`src/rtl/ps2_cmd_sequencer_if.sv`:
```
// Command, transmitter and receiver signals around the PS/2 command sequencer.
// master = host/transmitter/receiver side, slave = the sequencer itself.
interface ps2_cmd_sequencer_if;
  logic       cmd_valid;
  logic [7:0] cmd_byte;
  logic       cmd_has_arg;
  logic [7:0] arg_byte;
  logic       cmd_ready;
  logic       tx_idle;
  logic       tx_finished;
  logic [7:0] tx_data;
  logic       tx_wr;
  logic [7:0] rx_data;
  logic       rx_done;
  logic       busy;
  logic       done;
  logic       err;
  logic [1:0] err_code;

  modport master (
    output cmd_valid, cmd_byte, cmd_has_arg, arg_byte,
    output tx_idle, tx_finished, rx_data, rx_done,
    input  cmd_ready, tx_data, tx_wr, busy, done, err, err_code
  );

  modport slave (
    input  cmd_valid, cmd_byte, cmd_has_arg, arg_byte,
    input  tx_idle, tx_finished, rx_data, rx_done,
    output cmd_ready, tx_data, tx_wr, busy, done, err, err_code
  );
endinterface

```
`src/rtl/ps2_cmd_sequencer.sv`:
```
// Sends a PS/2 command (plus optional argument), waits for ACK per byte, resends on 0xFE/timeout.
// tx_wr one cycle after accept when tx_idle; done/err one cycle after the deciding event; one command at a time.
module ps2_cmd_sequencer #(
  parameter int ACK_TIMEOUT_CYCLES = 2000000,
  parameter int MAX_RETRIES        = 3
) (
  input  logic              clk,
  input  logic              reset_n,
  ps2_cmd_sequencer_if.slave bus
);

  localparam int TO_W = (ACK_TIMEOUT_CYCLES > 1) ? $clog2(ACK_TIMEOUT_CYCLES) : 1;
  localparam int RC_W = (MAX_RETRIES > 0) ? $clog2(MAX_RETRIES + 1) : 1;
  localparam logic [TO_W-1:0] TO_LAST = TO_W'(ACK_TIMEOUT_CYCLES - 1);
  localparam logic [RC_W-1:0] RC_MAX  = RC_W'(MAX_RETRIES);

  localparam logic [1:0] E_NONE    = 2'b00;
  localparam logic [1:0] E_RESEND  = 2'b01;
  localparam logic [1:0] E_TIMEOUT = 2'b10;
  localparam logic [1:0] E_KBD     = 2'b11;

  typedef enum logic [2:0] {
    S_IDLE,
    S_LOAD,
    S_WAIT_TX,
    S_WAIT_ACK,
    S_DONE,
    S_ERR
  } state_t;

  state_t          state;
  logic [7:0]      cmd_r;
  logic [7:0]      arg_r;
  logic            has_arg_r;
  logic            phase;
  logic [RC_W-1:0] retry_cnt;
  logic [TO_W-1:0] to_cnt;

  logic [7:0]      tx_data_r;
  logic            tx_wr_r;
  logic            done_r;
  logic            err_r;
  logic [1:0]      err_code_r;
  logic            busy_r;
  logic            cmd_ready_r;

  logic            to_hit;
  logic            rx_ack;
  logic            rx_resend;
  logic            rx_abort;
  logic            retry_req;
  logic [1:0]      retry_code;

  assign bus.tx_data   = tx_data_r;
  assign bus.tx_wr     = tx_wr_r;
  assign bus.done      = done_r;
  assign bus.err       = err_r;
  assign bus.err_code  = err_code_r;
  assign bus.busy      = busy_r;
  assign bus.cmd_ready = cmd_ready_r;

  // A terminating rx/tx event in the same cycle always wins over the timeout.
  always_comb begin
    to_hit     = (to_cnt >= TO_LAST);
    rx_ack     = bus.rx_done && (bus.rx_data == 8'hFA);
    rx_resend  = bus.rx_done && (bus.rx_data == 8'hFE);
    rx_abort   = bus.rx_done && ((bus.rx_data == 8'hFC) || (bus.rx_data == 8'hFD));
    retry_req  = 1'b0;
    retry_code = E_NONE;
    if ((state == S_WAIT_ACK) && rx_resend) begin
      retry_req  = 1'b1;
      retry_code = E_RESEND;
    end else if (to_hit &&
                 (((state == S_WAIT_TX) && !bus.tx_finished) ||
                  ((state == S_WAIT_ACK) && !rx_ack && !rx_abort))) begin
      retry_req  = 1'b1;
      retry_code = E_TIMEOUT;
    end
  end

  always_ff @(posedge clk or negedge reset_n) begin
    if (!reset_n) begin
      state       <= S_IDLE;
      cmd_r       <= 8'h00;
      arg_r       <= 8'h00;
      has_arg_r   <= 1'b0;
      phase       <= 1'b0;
      retry_cnt   <= '0;
      to_cnt      <= '0;
      tx_data_r   <= 8'h00;
      tx_wr_r     <= 1'b0;
      done_r      <= 1'b0;
      err_r       <= 1'b0;
      err_code_r  <= E_NONE;
      busy_r      <= 1'b0;
      cmd_ready_r <= 1'b1;
    end else begin
      tx_wr_r <= 1'b0;
      done_r  <= 1'b0;
      err_r   <= 1'b0;

      case (state)
        S_IDLE: begin
          if (bus.cmd_valid) begin
            cmd_r       <= bus.cmd_byte;
            arg_r       <= bus.arg_byte;
            has_arg_r   <= bus.cmd_has_arg;
            phase       <= 1'b0;
            retry_cnt   <= '0;
            err_code_r  <= E_NONE;
            busy_r      <= 1'b1;
            cmd_ready_r <= 1'b0;
            state       <= S_LOAD;
          end
        end

        S_LOAD: begin
          tx_data_r <= phase ? arg_r : cmd_r;
          if (bus.tx_idle) begin
            tx_wr_r <= 1'b1;
            to_cnt  <= '0;
            state   <= S_WAIT_TX;
          end
        end

        S_WAIT_TX: begin
          if (bus.tx_finished) begin
            state <= S_WAIT_ACK;
            // Saturate so a finish on the last allowed cycle still times out in WAIT_ACK.
            if (!to_hit) to_cnt <= to_cnt + 1'b1;
          end else if (!retry_req) begin
            to_cnt <= to_cnt + 1'b1;
          end
        end

        S_WAIT_ACK: begin
          if (rx_ack) begin
            if (!phase && has_arg_r) begin
              phase     <= 1'b1;
              retry_cnt <= '0;
              state     <= S_LOAD;
            end else begin
              done_r <= 1'b1;
              state  <= S_DONE;
            end
          end else if (rx_abort) begin
            err_r      <= 1'b1;
            err_code_r <= E_KBD;
            state      <= S_ERR;
          end else if (!retry_req) begin
            to_cnt <= to_cnt + 1'b1;
          end
        end

        S_DONE, S_ERR: begin
          busy_r      <= 1'b0;
          cmd_ready_r <= 1'b1;
          state       <= S_IDLE;
        end

        default: state <= S_IDLE;
      endcase

      // Branches above never touch state when retry_req is set, so this is the only writer then.
      if (retry_req) begin
        if (retry_cnt < RC_MAX) begin
          retry_cnt <= retry_cnt + 1'b1;
          state     <= S_LOAD;
        end else begin
          err_r      <= 1'b1;
          err_code_r <= retry_code;
          state      <= S_ERR;
        end
      end
    end
  end

endmodule

```
`src/flat_wrapper.sv`:
```
// flat-port wrapper written by rule: the top's interface ports become plain ports
module ps2_cmd_sequencer_flat 
#(
  parameter int ACK_TIMEOUT_CYCLES = 2000000,
  parameter int MAX_RETRIES        = 3
)
  (clk, reset_n, bus_cmd_valid, bus_cmd_byte, bus_cmd_has_arg, bus_arg_byte, bus_tx_idle, bus_tx_finished, bus_rx_data, bus_rx_done, bus_cmd_ready, bus_tx_data, bus_tx_wr, bus_busy, bus_done, bus_err, bus_err_code);
  ps2_cmd_sequencer_if bus_i ();
  input  logic clk;
  input  logic reset_n;
  input wire logic [$bits(bus_i.cmd_valid)-1:0] bus_cmd_valid;
  input wire logic [$bits(bus_i.cmd_byte)-1:0] bus_cmd_byte;
  input wire logic [$bits(bus_i.cmd_has_arg)-1:0] bus_cmd_has_arg;
  input wire logic [$bits(bus_i.arg_byte)-1:0] bus_arg_byte;
  input wire logic [$bits(bus_i.tx_idle)-1:0] bus_tx_idle;
  input wire logic [$bits(bus_i.tx_finished)-1:0] bus_tx_finished;
  input wire logic [$bits(bus_i.rx_data)-1:0] bus_rx_data;
  input wire logic [$bits(bus_i.rx_done)-1:0] bus_rx_done;
  output wire logic [$bits(bus_i.cmd_ready)-1:0] bus_cmd_ready;
  output wire logic [$bits(bus_i.tx_data)-1:0] bus_tx_data;
  output wire logic [$bits(bus_i.tx_wr)-1:0] bus_tx_wr;
  output wire logic [$bits(bus_i.busy)-1:0] bus_busy;
  output wire logic [$bits(bus_i.done)-1:0] bus_done;
  output wire logic [$bits(bus_i.err)-1:0] bus_err;
  output wire logic [$bits(bus_i.err_code)-1:0] bus_err_code;
  assign bus_i.cmd_valid = bus_cmd_valid;
  assign bus_i.cmd_byte = bus_cmd_byte;
  assign bus_i.cmd_has_arg = bus_cmd_has_arg;
  assign bus_i.arg_byte = bus_arg_byte;
  assign bus_i.tx_idle = bus_tx_idle;
  assign bus_i.tx_finished = bus_tx_finished;
  assign bus_i.rx_data = bus_rx_data;
  assign bus_i.rx_done = bus_rx_done;
  assign bus_cmd_ready = bus_i.cmd_ready;
  assign bus_tx_data = bus_i.tx_data;
  assign bus_tx_wr = bus_i.tx_wr;
  assign bus_busy = bus_i.busy;
  assign bus_done = bus_i.done;
  assign bus_err = bus_i.err;
  assign bus_err_code = bus_i.err_code;
  ps2_cmd_sequencer #(.ACK_TIMEOUT_CYCLES(ACK_TIMEOUT_CYCLES), .MAX_RETRIES(MAX_RETRIES)) u_core (.clk(clk), .reset_n(reset_n), .bus(bus_i));
endmodule
```
`config.mk`:
```
export PLATFORM = sky130hd
export DESIGN_NAME = ps2_cmd_sequencer_flat
export DESIGN_NICKNAME = d
export VERILOG_FILES = /design/src/rtl/ps2_cmd_sequencer_if.sv /design/src/rtl/ps2_cmd_sequencer.sv /design/src/flat_wrapper.sv
export SDC_FILE = /design/constraint.sdc
export NUM_CORES = 1
export LEC_CHECK = 0
export CORE_ASPECT_RATIO = 0.5
export CORE_MARGIN = 2
export CORE_UTILIZATION = 35
export CTS_CLUSTER_SIZE = 10
export DETAILED_ROUTE_END_ITERATION = 8
export SLEW_MARGIN = 20
export SYNTH_ARGS = -nofsm -noshare
export SYNTH_HDL_FRONTEND = slang
export SYNTH_SLANG_ARGS = --single-unit
```
`constraint.sdc`:
```
create_clock -name clk -period 4.1 [get_ports clk]
set_input_delay 0.41 -clock clk [delete_from_list [all_inputs] [get_ports clk]]
set_output_delay 0.41 -clock clk [all_outputs]
set_load 0.005 [all_outputs]
```
# Yosys cells after proc, flatten, opt, wreduce, memory -nomap -nowiden

Index checks and enable logic that the tools add are counted.

$add $sub $neg: 2
Reduce and logical (&&, ||, !) cells: 25
Equality and inequality tests: 20
Magnitude comparators: 2
Muxes and demuxes: 50

Operators with widths:

| kind                                                                     | count |
|---|---|
| 21-bit two-way mux                                                       | 6 |
| 21-bit case mux with 3 select lines                                      | 1 |
| 8-bit == test (second input constant)                                    | 4 |
| 2-bit two-way mux                                                        | 12 |
| 3-bit two-way mux                                                        | 8 |
| 21-bit by 1-bit adder with 21-bit output (second input constant)         | 1 |
| 21-bit >= comparator (second input constant)                             | 1 |
| 1-bit two-way mux                                                        | 16 |
| 3-bit case mux with 4 select lines                                       | 1 |
| 2-bit inequality test (second input constant)                            | 5 |
| 1-bit logical AND                                                        | 9 |
| 3-bit by 2-bit inequality test with 1-bit output (second input constant) | 3 |
| 8-bit two-way mux                                                        | 1 |
| 2-bit case mux with 2 select lines                                       | 2 |
| 4-bit AND reduction                                                      | 2 |
| 3-bit by 2-bit == test with 1-bit output (second input constant)         | 2 |
| 3-bit == test (second input constant)                                    | 2 |
| 1-bit case mux with 2 select lines                                       | 3 |
| 5-bit AND reduction                                                      | 1 |
| 1-bit logical NOT                                                        | 4 |
| 4-bit by 1-bit inequality test with 1-bit output (second input constant) | 1 |
| 2-bit AND reduction                                                      | 2 |
| 2-bit nonzero test                                                       | 2 |
| 3-bit by 1-bit == test with 1-bit output (second input constant)         | 1 |
| other kinds (8)                                                          | 9 |

Bits in registers: 59
Word-level logic and storage cells: 113
Output and inout port bits: 15

# Longest topological paths before layout

Depth after elaboration: 13
Gate-level depth with buffers: 8

# Least setup slack after synthesis

Ideal clock, no wire load.

Path kind: reg2reg
Start point: register u_core.to_cnt[13]
End point: register u_core.retry_cnt[1]
Required time: 3.975 ns
Clock period less this slack: 2.559 ns
Arrival time: 2.434 ns
Path slack: 1.541 ns
Stages on the path, launching flop included: 7
Cell sequence: dfrtp_1 -> or4_4 -> or4_4 -> a211oi_2 -> a21oi_1 -> nor2_1 -> mux2_2

Longest elaborated chain between the ends: 5

RTL lines:

| element                | RTL line                 | source |
|---|---|---|
| from (decl)            | ps2_cmd_sequencer.sv:37  | `logic [TO_W-1:0] to_cnt;` |
| from (signal assigned) | ps2_cmd_sequencer.sv:130 | `if (!to_hit) to_cnt <= to_cnt + 1'b1;` |
| from (signal assigned) | ps2_cmd_sequencer.sv:132 | `to_cnt <= to_cnt + 1'b1;` |
| from (signal assigned) | ps2_cmd_sequencer.sv:151 | `to_cnt <= to_cnt + 1'b1;` |
| 21-bit >= comparator   | ps2_cmd_sequencer.sv:64  | `to_hit = (to_cnt >= TO_LAST);` |
| 1-bit logical AND      | ps2_cmd_sequencer.sv:73  | `end else if (to_hit &&` |
| 1-bit two-way mux      | ps2_cmd_sequencer.sv:73  |  |
| 1-bit two-way mux      | ps2_cmd_sequencer.sv:70  | `if ((state == S_WAIT_ACK) && rx_resend) begin` |
| 2-bit two-way mux      | ps2_cmd_sequencer.sv:165 | `if (retry_req) begin` |
| to (signal assigned)   | ps2_cmd_sequencer.sv:167 | `retry_cnt <= retry_cnt + 1'b1;` |
| to (decl)              | ps2_cmd_sequencer.sv:36  | `logic [RC_W-1:0] retry_cnt;` |

Every way passes these cells.
A chain may end at the register's enable or synchronous reset.

# Worst setup path in the final report

Start point: register u_core.to_cnt[13]
End point: register u_core.to_cnt[12]

Longest elaborated chain between the ends: 8
Elaborated cells on any way between the ends: 11
Those cells by class: 1 x order compare; 1 x eq/ne; 7 x mux; 2 x reduce/logical

RTL lines:

| element                             | RTL line |
|---|---|
| 21-bit >= comparator (*)            | ps2_cmd_sequencer.sv:64 |
| 1-bit logical AND                   | ps2_cmd_sequencer.sv:73 |
| 1-bit two-way mux                   | ps2_cmd_sequencer.sv:73 |
| 1-bit two-way mux                   | ps2_cmd_sequencer.sv:70 |
| 21-bit two-way mux (3 in a row)     | -- |
| 21-bit case mux with 3 select lines | -- |

Mark *: on every way between the ends. The rest lies on a longest branch, timed or not. The select of a mux whose other input is x is not followed.

==> flow_metrics.env <==
export IMPL_clk_path_buf_depth=2
export IMPL_ir_worst_vdd_uv=245.9
export IMPL_synthSimpleGateAreaFrac_pct=26.97
export IMPL_drv_slew=0
export IMPL_synth_top_family_by_area="simple AND/OR/NAND/NOR gates"
export IMPL_synth_edf_count=0
export IMPL_grt_overflow_total=0
export IMPL_drtIter0Drc=178
export IMPL_drc=0
export IMPL_rows=23
export IMPL_seq_area_mm2=0.001478
export IMPL_powerDensity_mw_per_mm2=652.6
export IMPL_multi_input_area_mm2=0.001435
export IMPL_yosysWarnings=0
export IMPL_cts_root_buffer="clkbuf_16"
export IMPL_die_area_mm2=0.009434
export IMPL_n_fill_cell=785
export IMPL_synth_seq_cells=59
export IMPL_synth_fp_nets=363
export IMPL_synth_compound_area_share_pct=13.88
export IMPL_min_period_ps=2838
export IMPL_syn_mean_instance_area_um2=9.153
export IMPL_endpoint_kind="flip-flop"
export IMPL_cts_sinks=59
export IMPL_async_flop_share_pct=100.0
export IMPL_dp_hpwl_mm=4.860
export IMPL_viasPerCell=5.108
export IMPL_dr_wl_met3_um=311
export IMPL_die_w_um=135.4
export IMPL_fin_worst_skew_ps=10.51
export IMPL_holdBufCountCts=0
export IMPL_worst_pin_slew_ps=931.3
export IMPL_cts_clk_slew_worst_paths_ps=50
export IMPL_dp_cells=478
export IMPL_hold_class="in2async"
export IMPL_crit_fanout=27
export IMPL_drive_above_1_share_pct=9.711
export IMPL_synthMuxAreaShare_pct=5.675
export IMPL_yosys_area_share_adder_pct=0.8285
export IMPL_yosysTopAreaCell="dfrtp_1"
export IMPL_rsz0062_at_grt="false"
export IMPL_cp_data_required_time_ps=4310
export IMPL_syn_area_mm2=0.003020
export IMPL_status="completed"
export IMPL_fmax_mhz=352.3
export IMPL_num_vias=2518
export IMPL_wl_mm=6.886
export IMPL_nNetsFinal=410
export IMPL_synth_distinct_cells=53
export IMPL_yosys_top_cells_area="dfrtp_1 (48%), nand2_1 (9.6%), mux2i_1 (5.3%), a21oi_1 (4.1%), nand3_1 (3.1%)"
export IMPL_min_period_over_period_pct=69.23
export IMPL_p_leak_nw=1.689
export IMPL_max_stage_delay_ps=580
export IMPL_max_cap_viol_count=0
export IMPL_yosysSeqAreaShare_pct=48.92
export IMPL_maxUsedRoutingLayer="met4"
export IMPL_hold_viol=0
export IMPL_cts_tree="built"
export IMPL_wire_per_inst_um=13.97
export IMPL_wl_met2_mm=3.160
export IMPL_grt_pass1_vias=2543
export IMPL_gp_congestion=0.8644
export IMPL_coreArea_mm2=0.008173
export IMPL_wl_met1_mm=3.303
export IMPL_crit_chain="or4_4, or4_4, a211oi_2, nor3_2, buf_4, and3_1, a211o_1"
export IMPL_insertion_delay_ps=340
export IMPL_antenna_found_initial=0
export IMPL_synth_common_cells="nand2_1 (77), dfrtp_1 (58), a21oi_1 (25), nand3_1 (19), nor2_1 (17)"
export IMPL_ys_flop_type="dfrtp_1"
export IMPL_grt_max_degree=33
export IMPL_grt_use_total_pct=16.07
export IMPL_grt_pass1_wl_mm=11.85
export IMPL_maxSlewHeadroom_pct=37.34
export IMPL_start_kind="flip-flop"
export IMPL_cts_htree_levels=3
export IMPL_num_antenna_cells=0
export IMPL_synth_top_cell_area_share_pct=48.05
export IMPL_io_pins=46
export IMPL_synth_most_common_cell="nand2_1"
export IMPL_critical_path_class="reg2reg"
export IMPL_cp_arrival_ps=3050
export IMPL_io_buffers=45
export IMPL_synthXorXnorAreaFrac_pct=0
export IMPL_crit_path_top_delay_cell="or4_4"
export IMPL_first_pass_iters=4
export IMPL_cts_setup_buffers=0
export IMPL_cts_resized=0
export IMPL_postRouteAntennaNets=0
export IMPL_instances_no_fill=493
export IMPL_cts_buffers=9
export IMPL_start_util_pct=36.96
export IMPL_syn_inst=330
export IMPL_die_h_um=69.69
export IMPL_cpMostUsedCell="or4_4"
export IMPL_setup_violations=0
export IMPL_tns_ps=0
export IMPL_syn2layout_area_growth_pct=28.00
## sequential cells by signal (all words and copies together) (netlist names)
name,flops
u_core.bus.tx_wr,1
u_core.state,3
u_core.phase,1
u_core.bus.tx_data,8
u_core.to_cnt,21
u_core.bus.done,1
u_core.bus.cmd_ready,1
u_core.retry_cnt,2
u_core.bus.err_code,2
u_core.cmd_r,8
u_core.bus.busy,1
u_core.bus.err,1
u_core.arg_r,8
u_core.has_arg_r,1
## through the flow
step	setup slack (ps)	hold slack (ps)	util [%]	instance area, µm²	power (W)
after floorplan	1541	114.4	-	3020	0.001478
after global placement	1349	450.1	43.54	3558	0.001727
after detailed placement	1246	460.5	43.54	3558	0.001749
after CTS	1294	133.0	47.31	3866	0.002547
after global routing	1170	169.1	47.31	3866	0.002697
final	1262	116.0	47.31	3866	0.002523
## report_power, final
part | switching, W | internal [W] | leakage (nW) | total [W]
logic | 0.000471 | 0.000370 | 0.773 | 0.000841
clock network | 0.000257 | 0.000526 | 0.152 | 0.000783
registers | 0.000136 | 0.000763 | 0.763 | 0.000899
total | 0.000863 | 0.00166 | 1.69 | 0.00252
## layer usage
metal	up-vias	GRT usage (%)
met3	12	5.702
met1	1201	20.27
met2	46	24.93
met5	-	0
met4	0	7.060
li1	1259	-
## final timing paths
kind,from,end,depth (start not counted),slack [ps]
worst max register to register,u_core.to_cnt[13],u_core.to_cnt[12],7,1260
worst min register to register,u_core.bus.cmd_ready,u_core.bus.cmd_ready,2,460
max in group asynchronous,reset_n,u_core.to_cnt[19],2,3130
min in group clk,u_core.bus.cmd_ready,u_core.bus.cmd_ready,2,460
worst min-delay path,reset_n,u_core.bus.tx_data[1],1,120
worst max-delay path,u_core.to_cnt[13],u_core.to_cnt[12],7,1260
## layout by cell type (no fill, tap or decap), types with 4 or more instances in the layout
cell type and count:
nor2_1 17, nor3_1 11, a21oi_1 25, inv_1 10, or3_1 5, and3_1 8
mux2i_1 16, nand2_1 77, or2_2 4, o21ai_0 12, nand3_1 19, clkdlybuf4s50_1 44
dfrtp_1 58, clkbuf_16 9
## critical path: cells and delay by family, from the launching register on
kind / cells / cell delay, ps
AO/OA/AOI/OAI: 2 / 620
AND/OR/NAND/NOR: 4 / 1420
flip-flops: 1 / 420
buffers and inverters: 1 / 250
## cells by family after synthesis
group,after synthesis
flip-flops,59
multiplexers,17
AND/OR/NAND/NOR,168
adder cells (fa/ha/maj),2
AO/OA/AOI/OAI,62
buffers and inverters,22
## area by class of cell
type / instances / area share, %
clock inverter: 5 / 2.039
timing repair buffer: 48 / 12.10
inverter: 10 / 0.9709
multi-input combinational: 249 / 37.12
clock buffer: 10 / 5.922
sequential: 59 / 38.22
tap: 112 / 3.625
No activity file was read; power rests on OpenSTA's default activity.
